File: config.mk
export PLATFORM = sky130hd
export DESIGN_NAME = pwm_channel_gen_flat
export DESIGN_NICKNAME = d
export VERILOG_FILES = /design/src/rtl/pwm_pkg.sv /design/src/rtl/pwm_channel_gen_if.sv /design/src/rtl/pwm_channel_gen.sv /design/src/flat_wrapper.sv
export SDC_FILE = /design/constraint.sdc
export NUM_CORES = 1
export LEC_CHECK = 0
export CAP_MARGIN = 5
export CORE_ASPECT_RATIO = 1.5
export CORE_MARGIN = 2
export CORE_UTILIZATION = 39
export CTS_CLUSTER_DIAMETER = 120
export DETAILED_ROUTE_END_ITERATION = 16
export PLACE_DENSITY = 0.62
export SETUP_SLACK_MARGIN = 0.5
export SLEW_MARGIN = 20
export SYNTH_ARGS = -nofsm -noshare
export SYNTH_HDL_FRONTEND = slang
export SYNTH_SLANG_ARGS = --single-unit
File: constraint.sdc
create_clock -name clk -period 3.4 [get_ports clk]
set_input_delay 0.34 -clock clk [delete_from_list [all_inputs] [get_ports clk]]
set_output_delay 0.34 -clock clk [all_outputs]
set_load 0.1 [all_outputs]
File: src/rtl/pwm_pkg.sv
// Shared PWM types: counter/channel widths, config record and generator state.
// Pure declarations with no latency and no flow control.
// Imported by every PWM generator file; optional macro PWM_SOFT_STOP_EN is consumed by the generator.
package pwm_pkg;

    localparam int PWM_CNT_W = 28;
    localparam int PWM_CH_W  = 8;

    typedef struct packed {
        logic                 en;
        logic [PWM_CNT_W-1:0] period;
        logic [PWM_CNT_W-1:0] hlevel;
    } pwm_cfg_t;

    typedef enum logic {
        PWM_IDLE = 1'b0,
        PWM_RUN  = 1'b1
    } pwm_state_e;

endpackage

File: src/rtl/pwm_channel_gen_if.sv
// Broadcast PWM config bus: one-cycle strobe carrying channel index and parameters.
// No latency; fire-and-forget strobe with no backpressure path.
// The parser side drives through master and each channel listens through slave.
interface pwm_channel_gen_if
    import pwm_pkg::*;
#(
    parameter int CNT_W = PWM_CNT_W
);
    logic                pwm_config_vld;
    logic [PWM_CH_W-1:0] pwm_config_channel;
    logic                pwm_en;
    logic [CNT_W-1:0]    pwm_period;
    logic [CNT_W-1:0]    pwm_hlevel;

    modport master (
        output pwm_config_vld,
        output pwm_config_channel,
        output pwm_en,
        output pwm_period,
        output pwm_hlevel
    );

    modport slave (
        input pwm_config_vld,
        input pwm_config_channel,
        input pwm_en,
        input pwm_period,
        input pwm_hlevel
    );
endinterface

File: src/rtl/pwm_channel_gen.sv
// Per-channel PWM generator with double-buffered parameters switched at period boundaries.
// Latency: strobe in cycle N -> first output sample in N+2; outputs are registered.
// No backpressure; macro PWM_SOFT_STOP_EN makes a disable wait for the period to finish.
module pwm_channel_gen
    import pwm_pkg::*;
#(
    parameter int   CHANNEL_ID = 0,
    parameter int   CNT_W      = PWM_CNT_W,
    parameter logic IDLE_LEVEL = 1'b0
) (
    input  logic               clk,
    input  logic               rst,
    pwm_channel_gen_if.slave   cfg,
    output logic               pwm_out,
    output logic               pwm_active,
    output logic               period_start,
    output logic               cfg_err
);

    localparam logic [PWM_CH_W-1:0] CH_ID = PWM_CH_W'(CHANNEL_ID);

    typedef struct packed {
        logic             en;
        logic [CNT_W-1:0] period;
        logic [CNT_W-1:0] hlevel;
    } cfg_t;

    pwm_state_e       state, state_nx;
    logic [CNT_W-1:0] cnt, cnt_nx;
    cfg_t             act, act_nx;
    cfg_t             pend_cfg, pend_cfg_nx;
    logic             pend, pend_nx;
    cfg_t             in_cfg;
    logic             accept, bad_cfg, run, wrap;
    logic             pwm_out_nx, active_nx, start_nx, err_nx;

    always_comb begin
        accept = cfg.pwm_config_vld && (cfg.pwm_config_channel == CH_ID);
        // A zero period can never run, so it is stored as a disable.
        in_cfg.en     = cfg.pwm_en && (cfg.pwm_period != '0);
        in_cfg.period = cfg.pwm_period;
        in_cfg.hlevel = cfg.pwm_hlevel;
        bad_cfg       = accept && cfg.pwm_en && (cfg.pwm_period == '0);
        run           = (state == PWM_RUN);
        wrap          = run && (cnt == act.period - CNT_W'(1));
    end

    always_comb begin
        cnt_nx      = cnt;
        act_nx      = act;
        pend_cfg_nx = pend_cfg;
        pend_nx     = pend;

        if (!run) begin
            cnt_nx = '0;
            if (accept) begin
                act_nx  = in_cfg;
                pend_nx = 1'b0;
            end
        end else begin
            cnt_nx = wrap ? '0 : cnt + CNT_W'(1);
            if (wrap) begin
                if (accept) begin
                    act_nx  = in_cfg;
                    pend_nx = 1'b0;
                end else if (pend) begin
                    act_nx  = pend_cfg;
                    pend_nx = 1'b0;
                end
            end else if (accept) begin
`ifdef PWM_SOFT_STOP_EN
                pend_cfg_nx = in_cfg;
                pend_nx     = 1'b1;
`else
                if (!in_cfg.en) begin
                    act_nx  = in_cfg;
                    pend_nx = 1'b0;
                    cnt_nx  = '0;
                end else begin
                    pend_cfg_nx = in_cfg;
                    pend_nx     = 1'b1;
                end
`endif
            end
        end

        state_nx   = act_nx.en ? PWM_RUN : PWM_IDLE;
        pwm_out_nx = (run && (cnt < act.hlevel)) ? ~IDLE_LEVEL : IDLE_LEVEL;
        active_nx  = run;
        start_nx   = run && (cnt == '0);
        err_nx     = bad_cfg;
    end

    always_ff @(posedge clk) begin
        if (rst) begin
            state        <= PWM_IDLE;
            cnt          <= '0;
            act          <= '0;
            pend_cfg     <= '0;
            pend         <= 1'b0;
            pwm_out      <= IDLE_LEVEL;
            pwm_active   <= 1'b0;
            period_start <= 1'b0;
            cfg_err      <= 1'b0;
        end else begin
            state        <= state_nx;
            cnt          <= cnt_nx;
            act          <= act_nx;
            pend_cfg     <= pend_cfg_nx;
            pend         <= pend_nx;
            pwm_out      <= pwm_out_nx;
            pwm_active   <= active_nx;
            period_start <= start_nx;
            cfg_err      <= err_nx;
        end
    end

endmodule

File: src/flat_wrapper.sv
// flat-port wrapper written by rule: the top's interface ports become plain ports
module pwm_channel_gen_flat import pwm_pkg::*;
#(
    parameter int   CHANNEL_ID = 0,
    parameter int   CNT_W      = PWM_CNT_W,
    parameter logic IDLE_LEVEL = 1'b0
)
  (clk, rst, pwm_out, pwm_active, period_start, cfg_err, cfg_pwm_config_vld, cfg_pwm_config_channel, cfg_pwm_en, cfg_pwm_period, cfg_pwm_hlevel);
  pwm_channel_gen_if #(.CNT_W(CNT_W)) cfg_i ();
  input  logic clk;
  input  logic rst;
  output logic pwm_out;
  output logic pwm_active;
  output logic period_start;
  output logic cfg_err;
  input wire logic [$bits(cfg_i.pwm_config_vld)-1:0] cfg_pwm_config_vld;
  input wire logic [$bits(cfg_i.pwm_config_channel)-1:0] cfg_pwm_config_channel;
  input wire logic [$bits(cfg_i.pwm_en)-1:0] cfg_pwm_en;
  input wire logic [$bits(cfg_i.pwm_period)-1:0] cfg_pwm_period;
  input wire logic [$bits(cfg_i.pwm_hlevel)-1:0] cfg_pwm_hlevel;
  assign cfg_i.pwm_config_vld = cfg_pwm_config_vld;
  assign cfg_i.pwm_config_channel = cfg_pwm_config_channel;
  assign cfg_i.pwm_en = cfg_pwm_en;
  assign cfg_i.pwm_period = cfg_pwm_period;
  assign cfg_i.pwm_hlevel = cfg_pwm_hlevel;
  pwm_channel_gen #(.CHANNEL_ID(CHANNEL_ID), .CNT_W(CNT_W), .IDLE_LEVEL(IDLE_LEVEL)) u_core (.clk(clk), .rst(rst), .cfg(cfg_i), .pwm_out(pwm_out), .pwm_active(pwm_active), .period_start(period_start), .cfg_err(cfg_err));
endmodule
# Yosys cells after proc, flatten, opt, wreduce, memory -nomap -nowiden
# Cells that the tools add are included.
dict set report word_totals {
  regBits 148
  input_bits 68
  out_inout_bits 4
  word_cells 56
}
dict set report op_classes {
  addsub 2
  order_cmp 1
  n_eq_ne 2
  n_mux 18
  bitwise_logic 2
  n_reduce_logical 18
}
# op n
set op_table {}
lappend op_table {{57-bit 2-to-1 mux} 7}
lappend op_table {{28-bit 2-to-1 mux} 4}
lappend op_table {{28-bit logical NOT} 2}
lappend op_table {{28-bit by 1-bit adder with 28-bit output (second input constant)} 1}
lappend op_table {{28-bit == test} 1}
lappend op_table {{28-bit < comparator} 1}
lappend op_table {{28-bit nonzero test} 1}
lappend op_table {{28-bit by 1-bit subtractor with 28-bit output (second input constant)} 1}
lappend op_table {{8-bit logical NOT} 1}
lappend op_table {{4-bit AND reduction} 2}
lappend op_table {{1-bit logical AND} 7}
lappend op_table {{1-bit 2-to-1 mux} 7}
lappend op_table {{2-bit nonzero test} 3}
lappend op_table {{3-bit inequality test (second input constant)} 1}
lappend op_table {{1-bit inverter} 2}
lappend op_table {{2-bit AND reduction} 1}
lappend op_table {{2-bit OR reduction} 1}

# Depth between registers and ports, before layout
dict set report logic_depth {
  ltp_word 7
  ltp_mapped 16
  ltp_nobuf 11
}

# Worst setup path after synthesis
# OpenSTA, ideal clock, no wires.
dict set report synth_path {
  path_type {flip-flop to flip-flop}
  from {register u_core.act[28] (netlist name)}
  to {register u_core.act[0] (netlist name)}
  setup_ns 0.133
  arrival_time_ns 3.390
  required_time_ns 3.267
  path_slack_ns -0.122
  stages_incl_launch_ff 16
  n_path_buf 4
  period_less_slack_ns 3.522
  cell_sequence {dfxtp_1 > inv_1 > ha_1 > or4b_1 > buf_2 > nor4_4 > buf_2 > nand4b_1 > a41o_1 > o2bb2ai_1 > or4_1 > o21ai_1 > or2_1 > buf_2 > clkbuf_1 > a21oi_1}
}
dict set report synth_between {
  elab_chain_cells 5
  word_cells_on_any_way 8
  classes_between {add/sub (1); eq/ne (2); mux (2); reduce/logical (3)}
}
# element line_no
set synth_lines {}
lappend synth_lines {{start: declaration} pwm_channel_gen.sv:30} ;# cfg_t act, act_nx;
lappend synth_lines {{start signal: assignment} pwm_channel_gen.sv:108} ;# act <= act_nx;
lappend synth_lines {{28-bit by 1-bit subtractor with 28-bit output (*)} pwm_channel_gen.sv:45} ;# wrap = run && (cnt == act.period - CNT_W'(1));
lappend synth_lines {{28-bit == test (*)} pwm_channel_gen.sv:45}
lappend synth_lines {{1-bit logical AND (*)} pwm_channel_gen.sv:45}
lappend synth_lines {{3-bit inequality test (no source line) (tied with other cells)} --}
lappend synth_lines {{4-bit AND reduction (no source line) / 57-bit 2-to-1 mux (equally long branches)} --}
# Mark *: on every way between the ends. The rest lies on a longest branch, timed or not.
# A chain may end at the register's enable or synchronous reset.

# Final worst setup path
dict set report layout_path {
  from {register u_core.act[28] (netlist name)}
  to {register u_core.act[11] (netlist name)}
}
# The elaborated chain is that of the path after synthesis.

==> results by group <==
Worst setup path
  • Biggest cell delay along the critical path: approximately 0.6 ns
  • CP startpoint kind: flip-flop
  • Worst path required time: 3.71 ns
  • Standard cell with the maximum stage delay on the critical path: sky130_fd_sc_hd__or4_4
  • Crit path cell chain: buf_6 -> or4_4 -> nor4_4 -> buf_4 -> nand2_2 -> or4b_1 -> a32oi_2 -> o2111ai_4 -> or4_4 -> buf_12 -> mux2i_1 -> a21oi_1
  • Critical Path Most Common Cell: sky130_fd_sc_hd__or4_4
  • Critical-path maximum fanout: 17
  • Worst path arrival time: ~3.9 ns
  • Element type at the critical path end: flip-flop
  • Worst setup path category: flip-flop to flip-flop

Route
  • First drt pass iteration count: 4
  • Final wirelength: 22.4 mm
  • Vias post-DR: about 6,800
  • Vias/cell: about 5.3
  • DRC violations left: 0
  • Drt initial violations: approximately 380
  • Average wire length per cell after detail routing: 17.5 um
  • Final antenna-violating net count: 0

STA
  • Hold violation total from the final report: 0
  • Slew Limit Headroom: between 30% and 40%
  • Measured slew at the worst slew-check pin: between 0.9 and 1 ns
  • Final worst-path cycle share: 105%
  • Post-route minimum period: 3.56 ns
  • Post-route worst setup slack: -0.159 ns
  • Final setup skew: 0.0123 ns
  • Setup repair after global routing missed its margin: true
  • Peak Freq: around 0.28 GHz
  • Setup violation total in the final timing report: roughly 120
  • Number of pins with negative max-slew slack in the final report: 0
  • Worst hold slack: 0.213 ns

Die
  • Row count: between 60 and 70
  • Initial Util: approximately two fifths
  • Width of the die: ~120 um
  • Die extent in y: approximately 180 um
  • Area of the placeable core: 0.0198 mm2
  • Die Area: about 0.021 mm2
  • Num ports: between 70 and 80

Clock network
  • Cts-stage hold buffer count: 0
  • Post-CTS clock slew at the launch and capture registers of the worst setup and hold paths: approximately 0.06 ns
  • TritonCTS buffer count: 17
  • Clock latency on the worst-skew pair: approximately 0.43 ns
  • H-tree depth: 4
  • Master cell of the clock root buffer: sky130_fd_sc_hd__clkbuf_16
  • Maximum clock insertion buffer count: 2
  • TritonCTS clock tree: yes
  • Clock Sinks: about 150

Place
  • Detailed placer's ending HPWL: 14.8 mm
  • Pre-CTS WS: -0.242 ns
  • Gp weighted congestion: around 0.88
  • Number of buffer cells added on primary ports: ~70

Synth
  • Post-synthesis async set-or-reset flop share: 0%
  • Dominant register cell in the synthesized netlist: sky130_fd_sc_hd__dfxtp_1
  • Share of the synthesized area in the top cell type: a little under two fifths
  • Total standard cell area after synthesis: slightly below 0.008 mm2
  • Count of different cell masters after synthesis: 57
  • Cells taking the most area after synthesis: sky130_fd_sc_hd__dfxtp_1 (37%), sky130_fd_sc_hd__mux2i_1 (15%), sky130_fd_sc_hd__o31ai_1 (5.5%)
  • Number of synthesized register bits: ~150
  • Leading cell types by count after synthesis: sky130_fd_sc_hd__dfxtp_1 (147), sky130_fd_sc_hd__mux2i_1 (114), sky130_fd_sc_hd__nor2_1 (113), sky130_fd_sc_hd__a21oi_1 (70), sky130_fd_sc_hd__o31ai_1 (57)
  • Net count after synthesis: ~980
  • Sequential element share of the synthesized area: between 30% and 40%
  • Mean Syn Cell Area: approximately 9 um2
  • Number of enable-type register cells in the synthesized netlist: 0
  • Count of yosys warnings during synthesis: 0
  • Cell with the most instances after synthesis: sky130_fd_sc_hd__dfxtp_1
  • Number of cells produced by synthesis: approximately 900
  • Cell accounting for the most synthesized area: sky130_fd_sc_hd__dfxtp_1

Finish
  • Proportion of layout cells with a drive suffix above 1: between 10% and 20%
  • Count of antenna diodes in the layout: 0
  • Layout-stage area growth over the synthesis result: 33.3%
  • Final Net Count: approximately 1,100

Pwr
  • Worst IR drop on VDD: approximately 0.3 mV
  • Total power per unit cell area: around 360 mW/mm2
  • Static leakage: 4.40 nW
  • Design Power: between 3 and 4 mW

GRT
  • First-pass GRT wire length: around 34 mm
  • Global-route congestion overflow total: 0
  • Maximum number of pins on one net before global-route repair: 58
  • GRT Total Usage: roughly 21%
  • Antenna violations before repair: 0
  • Via count of the first global-routing pass: about 6,600

Status
  • Outcome: finished, violations left
  • Violated checks: setup timing

Flow run
  • Max-cap viol count: 0

Hold path
  • Type of the tightest min-delay check: input pin to flip-flop
-- stage by stage --
stage	instances	area, um2	utilization (%)	TNS (ns)
floorplan	883	7960	-	0
global placement	1231	9330	47.1	-14.43
detailed placement	1231	9330	47.1	-20.81
CTS	1276	10200	51.5	-10.97
global route	1282	10500	52.9	-33.80
finish	1282	10500	52.9	-12.45
-- worst paths after layout --
kind | from | end | slack, ns | depth (start not counted)
setup / recovery | u_core.act[28]$_SDFFE_PP0P_ | u_core.act[11]$_SDFFE_PP0P_ | -0.16 | 12
hold / removal | rst | u_core.pend$_SDFFE_PP0P_ | 0.21 | 2
setup reg to reg | u_core.act[28]$_SDFFE_PP0P_ | u_core.act[11]$_SDFFE_PP0P_ | -0.16 | 12
hold reg to reg | u_core.pend_cfg[22]$_SDFFE_PP0P_ | u_core.pend_cfg[22]$_SDFFE_PP0P_ | 0.49 | 2
-- cell usage in the layout, fill, tap and decap left out, types with 4 or more instances in the layout --
cell type                         synthesis  routed
sky130_fd_sc_hd__nor3_1                  11      10
sky130_fd_sc_hd__and4_1                   5       5
sky130_fd_sc_hd__nor2_1                 113     113
sky130_fd_sc_hd__ha_1                    30      30
sky130_fd_sc_hd__o31ai_1                 57      57
sky130_fd_sc_hd__nand4_1                 15      15
sky130_fd_sc_hd__or3_1                    7       7
sky130_fd_sc_hd__a21oi_1                 70      65
sky130_fd_sc_hd__clkdlybuf4s50_1          0      70
sky130_fd_sc_hd__nor2b_1                  7       7
sky130_fd_sc_hd__mux2i_2                  0      12
sky130_fd_sc_hd__xnor2_1                 28      28
sky130_fd_sc_hd__buf_6                    5       5
sky130_fd_sc_hd__buf_4                    0      68
sky130_fd_sc_hd__clkinv_4                 0       4
sky130_fd_sc_hd__inv_1                   40      40
sky130_fd_sc_hd__a21oi_2                  0       5
sky130_fd_sc_hd__xor2_1                  24      24
sky130_fd_sc_hd__buf_12                   0      11
sky130_fd_sc_hd__nand2b_1                10      10
sky130_fd_sc_hd__nand3_1                 15      15
sky130_fd_sc_hd__o21ai_0                  8       8
sky130_fd_sc_hd__a21o_1                  11      11
sky130_fd_sc_hd__nor4_1                  20      17
sky130_fd_sc_hd__clkinv_2                 0       4
sky130_fd_sc_hd__a31oi_1                  5       4
sky130_fd_sc_hd__clkbuf_16                0      21
sky130_fd_sc_hd__dfxtp_1                147     144
sky130_fd_sc_hd__or4_4                    1       5
sky130_fd_sc_hd__buf_16                   0       6
sky130_fd_sc_hd__and3_1                  10      10
sky130_fd_sc_hd__nand2_1                 26      24
sky130_fd_sc_hd__mux2i_1                114      99
-- report_power, final --
group | switching [mW] | total (mW) | internal (mW)
Sequential | 0.00102 | 1.72 | 1.72
Clock | 0.759 | 1.84 | 1.08
Combinational | 0.0867 | 0.197 | 0.111
Total | 0.846 | 3.76 | 2.91
-- logic make-up (layout without fill, tap and decap cells) --
kind of cell / count (synthesis) / in the layout / synth area share, %
muxes: 114 / 114 / 14.5
and+or+nand+nor: 266 / 266 / 17.5
DFF: 147 / 147 / 37.5
adders and majority gates: 30 / 30 / 4.78
AOI/OAI and AO/OA: 173 / 173 / 14.3
xor gates and xnor gates: 52 / 52 / 5.80
buffers and inverters: 101 / 240 / 5.69
-- cell type report --
cell class                 count  area [um2]
clock buffer                  19         433
clock inverter                13         138
fill                        1831        9320
inverter                      41         154
multi-input combinational    635        4680
sequential                   147        2950
tap                          260         325
timing repair buffer         167        1790
-- sequential cells by signal, summed over array words and instances (netlist names) --
signal,count
u_core.cfg_err,1
u_core.act,57
u_core.cnt,28
u_core.pwm_out,1
u_core.period_start,1
u_core.pend_cfg,57
u_core.pwm_active,1
u_core.pend,1
-- worst max-delay path, delay by kind of cell, from the launching register on --
| family | cells | cell delay (ns) |
|---|---|---|
| flip-flops | 1 | 0.33 |
| AND/OR/NAND/NOR | 5 | 1.90 |
| buffers and inverters | 3 | 0.50 |
| multiplexers | 1 | 0.19 |
| AO/OA/AOI/OAI | 3 | 0.52 |
-- metal layers --
metal  vias up  global-route usage, %  share of wire (%)
met4         0                   9.36                3.9
met3        53                   4.02                3.6
met5         -                      0                  0
li1       3425                      -                  -
met2       147                   36.5                 51
met1      3217                   23.9                 41
-- what timing repair did --
item	in CTS	in global routing
setup buffers	7	1
gates resized for setup	21	33
pin swaps	3	28
endpoints found under the setup margin	143	143
cloned	6	5
Note: power is estimated with default switching activity, not from simulation.
